<file path="src/rtl/csa_stream_accumulator_if.sv">
// rtl/csa_stream_accumulator_if.sv - operand/result stream bundle for the carry-save stream accumulator
interface csa_stream_accumulator_if #(
    parameter int WIDTH = 16,
    parameter int N_OPS = 9
);
    localparam int OUT_W = WIDTH + $clog2(N_OPS);
    localparam int CNT_W = $clog2(N_OPS + 1);

    logic             clear;
    logic             in_valid;
    logic             in_ready;
    logic [WIDTH-1:0] in_data;
    logic             out_valid;
    logic             out_ready;
    logic [OUT_W-1:0] out_sum;
    logic [CNT_W-1:0] op_count;

    modport master (
        output clear, in_valid, in_data, out_ready,
        input  in_ready, out_valid, out_sum, op_count
    );

    modport slave (
        input  clear, in_valid, in_data, out_ready,
        output in_ready, out_valid, out_sum, op_count
    );
endinterface

</file>
<file path="src/rtl/csa_stream_accumulator.sv">
// rtl/csa_stream_accumulator.sv - sequential multi-operand adder folding a stream into a carry-save pair
module csa_stream_accumulator #(
    parameter int WIDTH  = 16,
    parameter int N_OPS  = 9,
    parameter int SIGNED = 0
) (
    input  logic clk,
    input  logic rst_n,
    csa_stream_accumulator_if.slave bus
);
    localparam int OUT_W = WIDTH + $clog2(N_OPS);
    localparam int CNT_W = $clog2(N_OPS + 1);
    localparam int EXT_W = OUT_W - WIDTH;

    typedef enum logic [1:0] {
        ACCUM   = 2'd0,
        RESOLVE = 2'd1,
        DONE    = 2'd2
    } state_t;

    state_t           state;
    logic [OUT_W-1:0] s_vec;
    logic [OUT_W-1:0] c_vec;
    logic [OUT_W-1:0] sum_q;
    logic [OUT_W-1:0] x;
    logic [OUT_W-1:0] maj;
    logic [CNT_W-1:0] cnt;
    logic             out_valid_q;
    logic             accept;
    logic             last_op;

    always_comb begin
        x = {{EXT_W{1'b0}}, bus.in_data};
        if (SIGNED != 0) begin
            x = {{EXT_W{bus.in_data[WIDTH-1]}}, bus.in_data};
        end
    end

    // One 3:2 compressor layer; the carry MSB shifted out is a multiple of 2^OUT_W and drops exactly.
    assign maj     = (s_vec & c_vec) | (s_vec & x) | (c_vec & x);
    assign accept  = bus.in_valid && (state == ACCUM);
    assign last_op = (cnt == CNT_W'(N_OPS - 1));

    always_ff @(posedge clk or negedge rst_n) begin
        if (!rst_n) begin
            state       <= ACCUM;
            s_vec       <= '0;
            c_vec       <= '0;
            cnt         <= '0;
            sum_q       <= '0;
            out_valid_q <= 1'b0;
        end else if (bus.clear) begin
            state       <= ACCUM;
            s_vec       <= '0;
            c_vec       <= '0;
            cnt         <= '0;
            out_valid_q <= 1'b0;
        end else begin
            case (state)
                ACCUM: begin
                    if (accept) begin
                        s_vec <= s_vec ^ c_vec ^ x;
                        c_vec <= maj << 1;
                        cnt   <= cnt + CNT_W'(1);
                        if (last_op) begin
                            state <= RESOLVE;
                        end
                    end
                end
                RESOLVE: begin
                    sum_q       <= s_vec + c_vec;
                    out_valid_q <= 1'b1;
                    s_vec       <= '0;
                    c_vec       <= '0;
                    cnt         <= '0;
                    state       <= DONE;
                end
                DONE: begin
                    if (bus.out_ready) begin
                        out_valid_q <= 1'b0;
                        state       <= ACCUM;
                    end
                end
                default: begin
                    state <= ACCUM;
                end
            endcase
        end
    end

    assign bus.in_ready  = (state == ACCUM);
    assign bus.out_valid = out_valid_q;
    assign bus.out_sum   = sum_q;
    assign bus.op_count  = cnt;
endmodule
</file>
<file path="src/flat_wrapper.sv">
// flat-port wrapper written by rule: the top's interface ports become plain ports
module csa_stream_accumulator_flat 
#(
    parameter int WIDTH  = 16,
    parameter int N_OPS  = 9,
    parameter int SIGNED = 0
)
  (clk, rst_n, bus_clear, bus_in_valid, bus_in_data, bus_out_ready, bus_in_ready, bus_out_valid, bus_out_sum, bus_op_count);
  csa_stream_accumulator_if #(.WIDTH(WIDTH), .N_OPS(N_OPS)) bus_i ();
  input  logic clk;
  input  logic rst_n;
  input wire logic [$bits(bus_i.clear)-1:0] bus_clear;
  input wire logic [$bits(bus_i.in_valid)-1:0] bus_in_valid;
  input wire logic [$bits(bus_i.in_data)-1:0] bus_in_data;
  input wire logic [$bits(bus_i.out_ready)-1:0] bus_out_ready;
  output wire logic [$bits(bus_i.in_ready)-1:0] bus_in_ready;
  output wire logic [$bits(bus_i.out_valid)-1:0] bus_out_valid;
  output wire logic [$bits(bus_i.out_sum)-1:0] bus_out_sum;
  output wire logic [$bits(bus_i.op_count)-1:0] bus_op_count;
  assign bus_i.clear = bus_clear;
  assign bus_i.in_valid = bus_in_valid;
  assign bus_i.in_data = bus_in_data;
  assign bus_i.out_ready = bus_out_ready;
  assign bus_in_ready = bus_i.in_ready;
  assign bus_out_valid = bus_i.out_valid;
  assign bus_out_sum = bus_i.out_sum;
  assign bus_op_count = bus_i.op_count;
  csa_stream_accumulator #(.WIDTH(WIDTH), .N_OPS(N_OPS), .SIGNED(SIGNED)) u_core (.clk(clk), .rst_n(rst_n), .bus(bus_i));
endmodule
</file>
<file path="config.mk">
export PLATFORM = sky130hd
export DESIGN_NAME = csa_stream_accumulator_flat
export DESIGN_NICKNAME = d
export VERILOG_FILES = /design/src/rtl/csa_stream_accumulator_if.sv /design/src/rtl/csa_stream_accumulator.sv /design/src/flat_wrapper.sv
export SDC_FILE = /design/constraint.sdc
export NUM_CORES = 1
export LEC_CHECK = 0
export BUFFER_PORTS_ARGS = -buffer_cell sky130_fd_sc_hd__buf_2
export CORE_MARGIN = 2
export CORE_UTILIZATION = 62
export DETAILED_ROUTE_END_ITERATION = 8
export GPL_ROUTABILITY_DRIVEN = 0
export MAX_ROUTING_LAYER = met4
export PLACE_DENSITY = 0.84
export SLEW_MARGIN = 20
export SYNTH_ARGS = -nofsm -noshare
export SYNTH_HDL_FRONTEND = slang
export SYNTH_SLANG_ARGS = --single-unit
</file>
<file path="constraint.sdc">
create_clock -name clk -period 4.1 [get_ports clk]
set_input_delay 0.82 -clock clk [delete_from_list [all_inputs] [get_ports clk]]
set_output_delay 0.82 -clock clk [all_outputs]
set_load 0.02 [all_outputs]
</file>
==> flow_metrics.py, run 1 <==
metrics = {
    "critical_path": {
        "critical_path_class": "reg2reg",
        "cp_max_fo": 4,
        "cpPeakStageDelay_ns": 0.44,
        "worstReg2RegStart": "u_core.c_vec[1]",
        "r2r_cells": 8,
        "endpoint_kind": "flip-flop",
        "arrival_ns": 2.70,
        "cpMaxStageDelayCell": "o41ai_2",
        "start_kind": "flip-flop",
        "crit_path_cell_trace": "ha_1, fa_1, a21oi_1, o22ai_2, o41ai_2, o31ai_1, xnor2_1, o21ai_0",
        "critPathTopFamily": "compound AO/OA/AOI/OAI gates",
        "r2r-end": "u_core.bus.out_sum[13]",
        "cp.required_ns": 4.30,
        "worst-path-buf-inv": 0,
        "reg2reg_slack_ns": 1.60,
    },
    "sta": {
        "final.setup.tns_ns": 0,
        "worst_pin_slew_ns": 1.02,
        "setup_viol": 0,
        "slew_headroom": 0.317,
        "clock_skew_ns": 0.0102,
        "hold_viol_final": 0,
        "rsz0062_at_grt": "no",
        "fin_crit_sh": 0.611,
        "fmax_mhz": 399,
        "min_period_ns": 2.50,
        "final_max_slew_viol_count": 0,
    },
    "cts": {
        "clkLatencyLatePin_ns": 0.35,
        "cts_resized": 0,
        "tritoncts": "done",
        "cts_max_level": 3,
        "cts.clk_slew.worst_paths_ns": 0.08,
        "cts.path.max_buffers": 2,
        "cts_buffers": 9,
        "cts_sinks": 66,
        "root_buffer": "clkbuf_8",
        "postCtsSetupBuffers": 0,
        "postCtsHoldBufs": 0,
    },
    "drt": {
        "drc": 0,
        "routed_wl_um": 8230,
        "postRouteAntennaNets": 0,
        "wl_per_cell_um": 16.7,
        "avgViaCountPerCell": 6.10,
        "dr.pass1.iters": 5,
        "num_vias": 3014,
        "drtIter0Drc": 253,
    },
    "floorplanning": {
        "die_area_mm2": 0.00679,
        "core_area_mm2": 0.00592,
        "ios": 47,
        "die_y_um": 82.4,
        "core.rowCount": 28,
        "die_x_um": 82.4,
        "start_util": 0.643,
    },
    "finish": {
        "n_antenna_cell": 0,
        "multi_input_area_mm2": 0.00205,
        "area_delta_synth_final_pct": 12.3,
        "nets": 472,
        "regArea_mm2": 0.00165,
        "final_cell_area_mm2": 0.00428,
        "fill_cells": 454,
        "fin_cells": 494,
        "drive_gt1_frac": 0.179,
    },
    "synth": {
        "yosys-top-cells-area": "dfrtp_1 43%, fa_1 8.4%, a22o_1 7.1%, ha_1 6.9%, nand2_1 5.5%",
        "yosysWarnings": 0,
        "synth_top_area_frac": 0.434,
        "synth_edf_count": 0,
        "post_synth_instance_area_mm2": 0.00381,
        "synth.distinct_cells": 48,
        "synth_top_flop_cell": "dfrtp_1",
        "ys_async_sr_fraction": 1.00,
        "syn-instance-count": 374,
        "synth_seq_area_share": 0.434,
        "synth.net_count": 432,
        "synth_top_area_cell": "dfrtp_1",
        "ys_ff_latch": 66,
        "synth.avg_cell_area_um2": 10.2,
    },
    "power": {
        "p_leak_nw": 2.10,
        "power.total_mw": 1.45,
        "peakVddDrop_mv": 0.298,
        "power_density_mw_per_mm2": 339,
    },
    "global_route": {
        "grt_pass1_wl_um": 13700,
        "grt.overflow.total": 0,
        "grt_max_degree": 41,
        "grt_antenna_before_repair": 0,
        "track_usage": 0.279,
        "grt_pass1_vias": 2834,
    },
    "hold_path": {
        "hold_class": "in2async",
    },
    "status": {
        "status": "finished, final reports clean",
    },
    "placement": {
        "place_hpwl_um": 5890,
        "placed_cell_area_mm2": 0.00409,
        "dpl.cell_count": 478,
        "port_buffers": 46,
    },
    "run": {
        "maxCapViolations": 0,
    },
}
synthesized netlist by cell type (all sizes together), types with 3 or more instances:
cell type,n
dfrtp,66
nand2,56
o21ai,35
a22o,31
ha,21
a21oi,19
nor2,19
fa,16
clkbuf,15
xnor2,11
inv,8
nand3,7
buf,6
nand4,6
nor3,6
o31ai,6
o21a,5
nor2b,4
o21bai,4
a211oi,3
a21o,3
nand2b,3
o41ai,3
per-stage QoR:
stage	setup slack (ns)	hold slack [ns]	utilization
6_report	1.60	0.469	0.722
5_1_grt	1.39	0.502	0.722
4_1_cts	1.62	0.475	0.722
3_5_place_dp	1.57	0.458	0.690
3_3_place_gp	1.60	0.454	0.690
2_1_floorplan	1.94	0.456	-
state kept, by name, summed over array words and instances (netlist names):
signal / cells
u_core.bus.out_sum: 20
u_core.s_vec: 20
u_core.c_vec: 19
u_core.bus.op_count: 4
u_core.state: 2
u_core.bus.out_valid: 1
logic make-up (layout without fill, tap and decap cells):
| kind of cell | Yosys count | count (layout) | synth area share |
|---|---|---|---|
| flops | 66 | 66 | 0.434 |
| compound gates | 117 | 117 | 0.215 |
| fa+ha+maj | 37 | 37 | 0.153 |
| mux | 1 | 1 | 0.00263 |
| xor+xnor | 13 | 13 | 0.0299 |
| buf+inv | 29 | 74 | 0.0312 |
| simple gates | 111 | 111 | 0.135 |
worst max-delay path by stage:
stage,from,to,slack (ns),cells after the start
floorplan,u_core.c_vec[1],u_core.bus.out_sum[13],1.94,8
global placement,bus_in_valid,u_core.c_vec[12],1.60,6
detailed placement,bus_in_valid,u_core.c_vec[12],1.57,6
CTS,u_core.c_vec[1],u_core.bus.out_sum[13],1.62,8
global route,u_core.c_vec[1],u_core.bus.out_sum[13],1.39,8
finish,u_core.c_vec[1],u_core.bus.out_sum[13],1.60,8
where the power goes:
part           switching, mW  internal, mW  leakage, nW
Combinational          0.127        0.0850         1.13
Clock                  0.254         0.267       0.0944
Sequential            0.0341         0.682        0.871
Total                  0.415          1.03         2.10
routing by layer:
layer	track usage	vias to the layer above	part of all wire
li1	-	1423	-
met1	0.390	1467	0.45
met2	0.421	114	0.48
met3	0.0533	10	0.060
met4	0.0767	0	0.010
met5	-	-	0
area by class of cell:
class                   instances  share of cell area
clock inverters                 4             0.00585
repair buffers                 50              0.0609
inverters                       8             0.00702
well taps                      75              0.0219
multi-input cells             279               0.479
flip-flops and latches         66               0.386
clock buffers                  12              0.0386
layout by cell type, fill, tap and decap left out, drive strengths merged, types with 2 or more instances in the layout:
cell / netlist / final
o41ai: 3 / 3
nor3: 6 / 6
nand3: 7 / 7
fa: 16 / 16
nand2: 56 / 56
o21ai: 35 / 35
nand4: 6 / 6
clkinvlp: 0 / 2
xnor2: 11 / 11
a21o: 3 / 3
inv: 8 / 8
and3: 2 / 2
nand2b: 3 / 3
a21oi: 19 / 19
dfrtp: 66 / 66
o211ai: 2 / 2
nor2: 19 / 19
a211oi: 3 / 3
xor2: 2 / 2
o21bai: 4 / 4
o31ai: 6 / 6
clkinv: 0 / 2
nor2b: 4 / 4
clkbuf: 15 / 12
o21a: 5 / 5
a22o: 31 / 31
buf: 6 / 50
ha: 21 / 21
No activity file was read; power rests on OpenSTA's default activity.
==> run 2, diff against run 1 <==
- CORE_UTILIZATION: 62 -> 53
- PLACE_DENSITY: 0.84 -> 0.77
- clock period: 4.1 -> 2.1 ns (I/O delays scaled with it)
==> run 2 against run 1 <==
Against the previous run:
- the flow now finishes with violations (negative setup slack)
- sequential share of layout area is 5.4 points lower
- utilization is 0.34 points higher
- non-clock buffer count is 48 higher
- wire length is 22% higher
- sequential power is 96% higher
- register-to-register slack worse by 1.7 ns
- largest power group unchanged
- maximum frequency is 15% higher
- design area is 17% higher
- die area is 16% higher
- critical path depth is 1 higher
- combinational power grew to 2.6 times the previous value
==> flow_metrics.py, run 2 (same netlist as run 1, synthesis figures left out) <==
metrics = {
    "cts": {
        "cts_sinks": 66,
        "tritoncts": "done",
        "cts_max_level": 3,
        "clkLatencyLatePin_ns": 0.36,
        "cts.clk_slew.worst_paths_ns": 0.08,
        "cts.path.max_buffers": 2,
        "cts_buffers": 9,
        "root_buffer": "clkbuf_8",
    },
    "critical_path": {
        "cp_max_fo": 3,
        "r2r_cells": 9,
        "r2r-end": "u_core.bus.out_sum[17]",
        "endpoint_kind": "flip-flop",
        "worstReg2RegStart": "u_core.c_vec[1]",
        "critical_path_class": "reg2reg",
        "start_kind": "flip-flop",
        "cp.required_ns": 2.34,
        "reg2reg_slack_ns": -0.07,
        "arrival_ns": 2.41,
    },
    "finish": {
        "drive_gt1_frac": 0.334,
        "area_delta_synth_final_pct": 30.8,
        "fin_cells": 563,
        "mostFrequentLayoutCell": "dfrtp_1",
        "final_util": 0.726,
        "final_cell_area_mm2": 0.00498,
        "nets": 520,
        "fill_cells": 485,
        "n_antenna_cell": 0,
        "mostFrequentLayoutCells": "61 x dfrtp_1, 56 x nand2_1, 47 x buf_4, 46 x buf_2, 31 x a22o_1",
        "multi_input_area_mm2": 0.00229,
        "regArea_mm2": 0.00166,
    },
    "global_route": {
        "use_met1": 0.342,
        "grt.overflow.total": 0,
        "grt_use_met2": 0.442,
        "grt_pass1_vias": 3296,
        "top_usage_layer": "met2",
        "grt_antenna_before_repair": 0,
        "met3_usage": 0.0448,
        "track_usage": 0.273,
        "grt_max_degree": 67,
        "grt_pass1_wl_um": 15700,
    },
    "run": {
        "maxCapViolations": 0,
    },
    "placement": {
        "dpl.cell_count": 527,
        "placed_cell_area_mm2": 0.00436,
        "place_hpwl_um": 6240,
        "port_buffers": 46,
        "dp_worst_setup_slack_ns": -0.231,
    },
    "sta": {
        "fin_crit_sh": 1.03,
        "hold_viol_final": 0,
        "clock_skew_ns": 0.0123,
        "setup_viol": 7,
        "hold-worst-slack_ns": 0.0634,
        "final_max_slew_viol_count": 0,
        "rsz0062_at_grt": "yes",
        "slew_headroom": 0.744,
        "worst_pin_slew_ns": 0.382,
        "final.setup.tns_ns": -0.263,
        "fmax_mhz": 460,
        "min_period_ns": 2.17,
        "setup_ws_ns": -0.0729,
    },
    "floorplanning": {
        "die_x_um": 88.8,
        "start_util": 0.554,
        "die_area_mm2": 0.00788,
        "die_y_um": 88.8,
        "core.rowCount": 30,
        "core_area_mm2": 0.00687,
        "ios": 47,
    },
    "drt": {
        "drtIter0Drc": 240,
        "wl_per_cell_um": 17.9,
        "dr.pass1.iters": 5,
        "avgViaCountPerCell": 5.74,
        "drc": 0,
        "postRouteAntennaNets": 0,
        "routed_wl_um": 10100,
        "num_vias": 3234,
    },
    "status": {
        "status": "finished with violations",
        "violations": "negative setup slack",
    },
    "hold_path": {
        "hold_class": "in2async",
    },
    "power": {
        "peakVddDrop_mv": 0.312,
        "p_leak_nw": 2.39,
        "power_density_mw_per_mm2": 640,
        "power.total_mw": 3.19,
    },
}
-- run 2: power by group --
part           switching, mW  total [mW]  internal [mW]
sequential            0.0669        1.40           1.33
combinational          0.299       0.544          0.245
clock                  0.542        1.24          0.703
-- run 2: layout make-up --
class / count / area share
multi-input cells: 279 / 0.460
repair buffers: 98 / 0.132
clock buffers: 10 / 0.0276
flip-flops and latches: 66 / 0.333
inverters: 8 / 0.00603
clock inverters: 6 / 0.0181
well taps: 96 / 0.0241
-- run 2: layer usage --
| layer | routed length (um) | vias up |
|---|---|---|
| met1 | 4340 | 1590 |
| met4 | 216 | 0 |
| met2 | 5050 | 99 |
| met3 | 464 | 21 |
| li1 | - | 1524 |
| met5 | 0 | - |
-- run 2: worst max-delay path by stage --
stage                                   to  slack, ns            start  cells after the start
floorplan           u_core.bus.out_sum[11]      0.004  u_core.c_vec[1]                      8
global placement     u_core.bus.out_sum[9]      -0.11  u_core.c_vec[1]                      8
detailed placement   u_core.bus.out_sum[9]      -0.23  u_core.c_vec[1]                      8
CTS                 u_core.bus.out_sum[17]      -0.17  u_core.s_vec[1]                      9
global route        u_core.bus.out_sum[11]      -0.17  u_core.c_vec[1]                      9
finish              u_core.bus.out_sum[17]      -0.07  u_core.c_vec[1]                      9
-- run 2: worst max-delay path: stages, from the launching register on --
cell	delay [ns]
dfrtp_1	0.39
ha_2	0.21
fa_2	0.37
a21oi_4	0.19
o22ai_4	0.12
o41ai_4	0.30
buf_4	0.21
o41ai_2	0.06
mux2i_1	0.15
nand2_1	0.07
-- run 2: what timing repair did --
item,CTS,global route
cloned,0,0
setup buffers,13,10
hold buffers,0,0
endpoints found under the setup margin,11,13
pin swaps,12,20
gates resized for setup,23,25
hold endpoints to repair,0,0
==> run 3, diff against run 2 <==
- CORE_MARGIN: 2 -> default
- SETUP_SLACK_MARGIN: default -> 0.4
==> run 3 against run 2 <==
Against the previous run:
- sequential share of layout area shrank 0.22 points
- highest routed layer unchanged
- utilization increased by 0.60 points
- largest cell class unchanged
- critical endpoint is now u_core.bus.out_sum[13]
- largest power group is now clock
- combinational power up 4.4%
- die area is 4.5% lower
- global-route usage grew 1.5 points
- maximum frequency shrank 3.1%
- the flow still finishes with violations (negative setup slack)
- sequential power is essentially flat
- clock skew hardly changed
==> flow_metrics.py, run 3 (same netlist as run 1, synthesis figures left out) <==
metrics = {
    "finish": {
        "final_cell_area_mm2": 0.00502,
        "mostFrequentLayoutCells": "59 x dfrtp_1, 56 x nand2_1, 46 x buf_2, 37 x buf_4, 31 x a22o_1",
        "drive_gt1_frac": 0.331,
        "area_delta_synth_final_pct": 31.9,
        "n_antenna_cell": 0,
        "regArea_mm2": 0.00166,
        "multi_input_area_mm2": 0.00236,
        "nets": 509,
        "mostFrequentLayoutCell": "dfrtp_1",
        "fill_cells": 462,
    },
    "floorplanning": {
        "core_area_mm2": 0.00687,
        "die_y_um": 86.8,
        "core.rowCount": 30,
        "die_area_mm2": 0.00753,
        "die_x_um": 86.8,
        "start_util": 0.554,
        "ios": 47,
    },
    "critical_path": {
        "cpMaxStageDelayCell": "dfrtp_1",
        "worst-path-buf-inv": 1,
        "reg2reg_slack_ns": -0.14,
        "crit_path_cell_trace": "ha_4, fa_2, a21oi_4, o22ai_4, o41ai_4, buf_4, o31ai_2, xnor2_1, o21ai_1",
        "r2r-end": "u_core.bus.out_sum[13]",
        "cp-endpoint": "u_core.bus.out_sum[13]",
        "r2r_cells": 9,
        "endpoint_kind": "flip-flop",
        "cp_max_fo": 3,
        "arrival_ns": 2.48,
        "cp.required_ns": 2.34,
        "start_kind": "flip-flop",
        "crit_start": "u_core.s_vec[1]",
        "critical_path_class": "reg2reg",
        "worstReg2RegStart": "u_core.s_vec[1]",
        "critPathTopFamily": "compound AO/OA/AOI/OAI gates",
        "cpPeakStageDelay_ns": 0.42,
        "crit_cells": 9,
    },
    "sta": {
        "fmax_mhz": 446,
        "final_max_slew_viol_count": 0,
        "setup_viol": 3,
        "clock_skew_ns": 0.0125,
        "rsz0062_at_grt": "yes",
        "fin_crit_sh": 1.07,
        "slew_headroom": 0.568,
        "hold-worst-slack_ns": 0.0845,
        "hold_viol_final": 0,
        "min_period_ns": 2.24,
        "worst_pin_slew_ns": 0.648,
        "setup_ws_ns": -0.143,
    },
    "power": {
        "p_sw_uw": 897,
        "swShare": 0.262,
        "p_leak_nw": 2.34,
        "combPwrFrac": 0.166,
        "p_seq_frac": 0.408,
        "p_int_mw": 2.53,
        "power_density_mw_per_mm2": 682,
        "p_clk_frac": 0.426,
        "peakVddDrop_mv": 0.368,
    },
    "global_route": {
        "grt_max_degree": 49,
        "grt_pass1_wl_um": 15800,
        "grt_antenna_before_repair": 0,
        "track_usage": 0.288,
        "grt.overflow.total": 0,
        "grt_pass1_vias": 3267,
    },
    "drt": {
        "num_vias": 3300,
        "drtIter0Drc": 320,
        "postRouteAntennaNets": 0,
        "avgViaCountPerCell": 5.98,
        "dr.pass1.iters": 5,
        "routed_wl_um": 10100,
        "drc": 0,
        "wl_per_cell_um": 18.3,
    },
    "cts": {
        "cts_max_level": 3,
        "root_buffer": "clkbuf_8",
        "clkLatencyLatePin_ns": 0.35,
        "tritoncts": "done",
        "cts_sinks": 66,
        "cts.clk_slew.worst_paths_ns": 0.08,
        "cts_buffers": 9,
        "cts.path.max_buffers": 2,
    },
    "hold_path": {
        "hold_class": "in2async",
    },
    "status": {
        "status": "finished with violations",
        "violations": "negative setup slack",
    },
    "run": {
        "maxCapViolations": 0,
    },
    "placement": {
        "port_buffers": 46,
        "place_hpwl_um": 6090,
        "placed_cell_area_mm2": 0.00433,
    },
}
run 3: cell count changes in the layout (fill, tap and decap cells not counted), moves of 3 or more:
cell / before / now
buf_4: 47 / 37
ha_2: 5 / 0
ha_4: 7 / 12
buf_6: 3 / 0
o21ai_1: 10 / 7
run 3: stage by stage:
step                      std cells  setup WS, ns   util  TNS, ns  total power, mW
after floorplan                 374         0.140      -        0             1.69
after CTS                       547        0.0373  0.713        0             3.37
after detailed placement        511       -0.0230  0.630  -0.0356             1.87
final                           552        -0.143  0.732   -0.237             3.43
after global placement          511        0.0749  0.630        0             1.85
after global routing            552        -0.197  0.732   -0.639             3.54
run 3: final cells by class:
cell class | instances | area share
Multi-Input combinational cell | 279 | 0.470
Sequential cell | 66 | 0.330
Timing Repair Buffer | 87 | 0.117
Clock buffer | 11 | 0.0281
Clock inverter | 5 | 0.0249
Tap cell | 96 | 0.0239
Inverter | 8 | 0.00598
run 3: layer usage:
metal,vias to the layer above,global-route usage,wire (um)
li1,1501,-,-
met1,1602,0.362,4360
met2,159,0.455,4760
met3,38,0.0648,691
met4,0,0.114,298
met5,-,-,0
run 3: worst min path at each step:
stage                             end  slack [ns]
6_report             u_core.s_vec[11]        0.08
2_1_floorplan  u_core.bus.op_count[0]        0.12
4_1_cts              u_core.s_vec[11]         0.1
3_3_place_gp    u_core.bus.out_sum[1]        0.46
5_1_grt              u_core.s_vec[11]        0.12
3_5_place_dp         u_core.s_vec[11]        0.47
run 3: power groups by stage:
stage          Sequential, mW  Clock [mW]  Combinational [mW]
2_1_floorplan            1.43           0               0.264
3_3_place_gp             1.41           0               0.441
6_report                 1.40        1.46               0.568
3_5_place_dp             1.42           0               0.455
4_1_cts                  1.39        1.45               0.523
5_1_grt                  1.41        1.52               0.618
run 3: timing repair:
item	CTS	global route
gates resized for setup	32	15
endpoints found under the setup margin	14	14
pin swaps	10	13
hold buffers	0	0
setup buffers	20	5
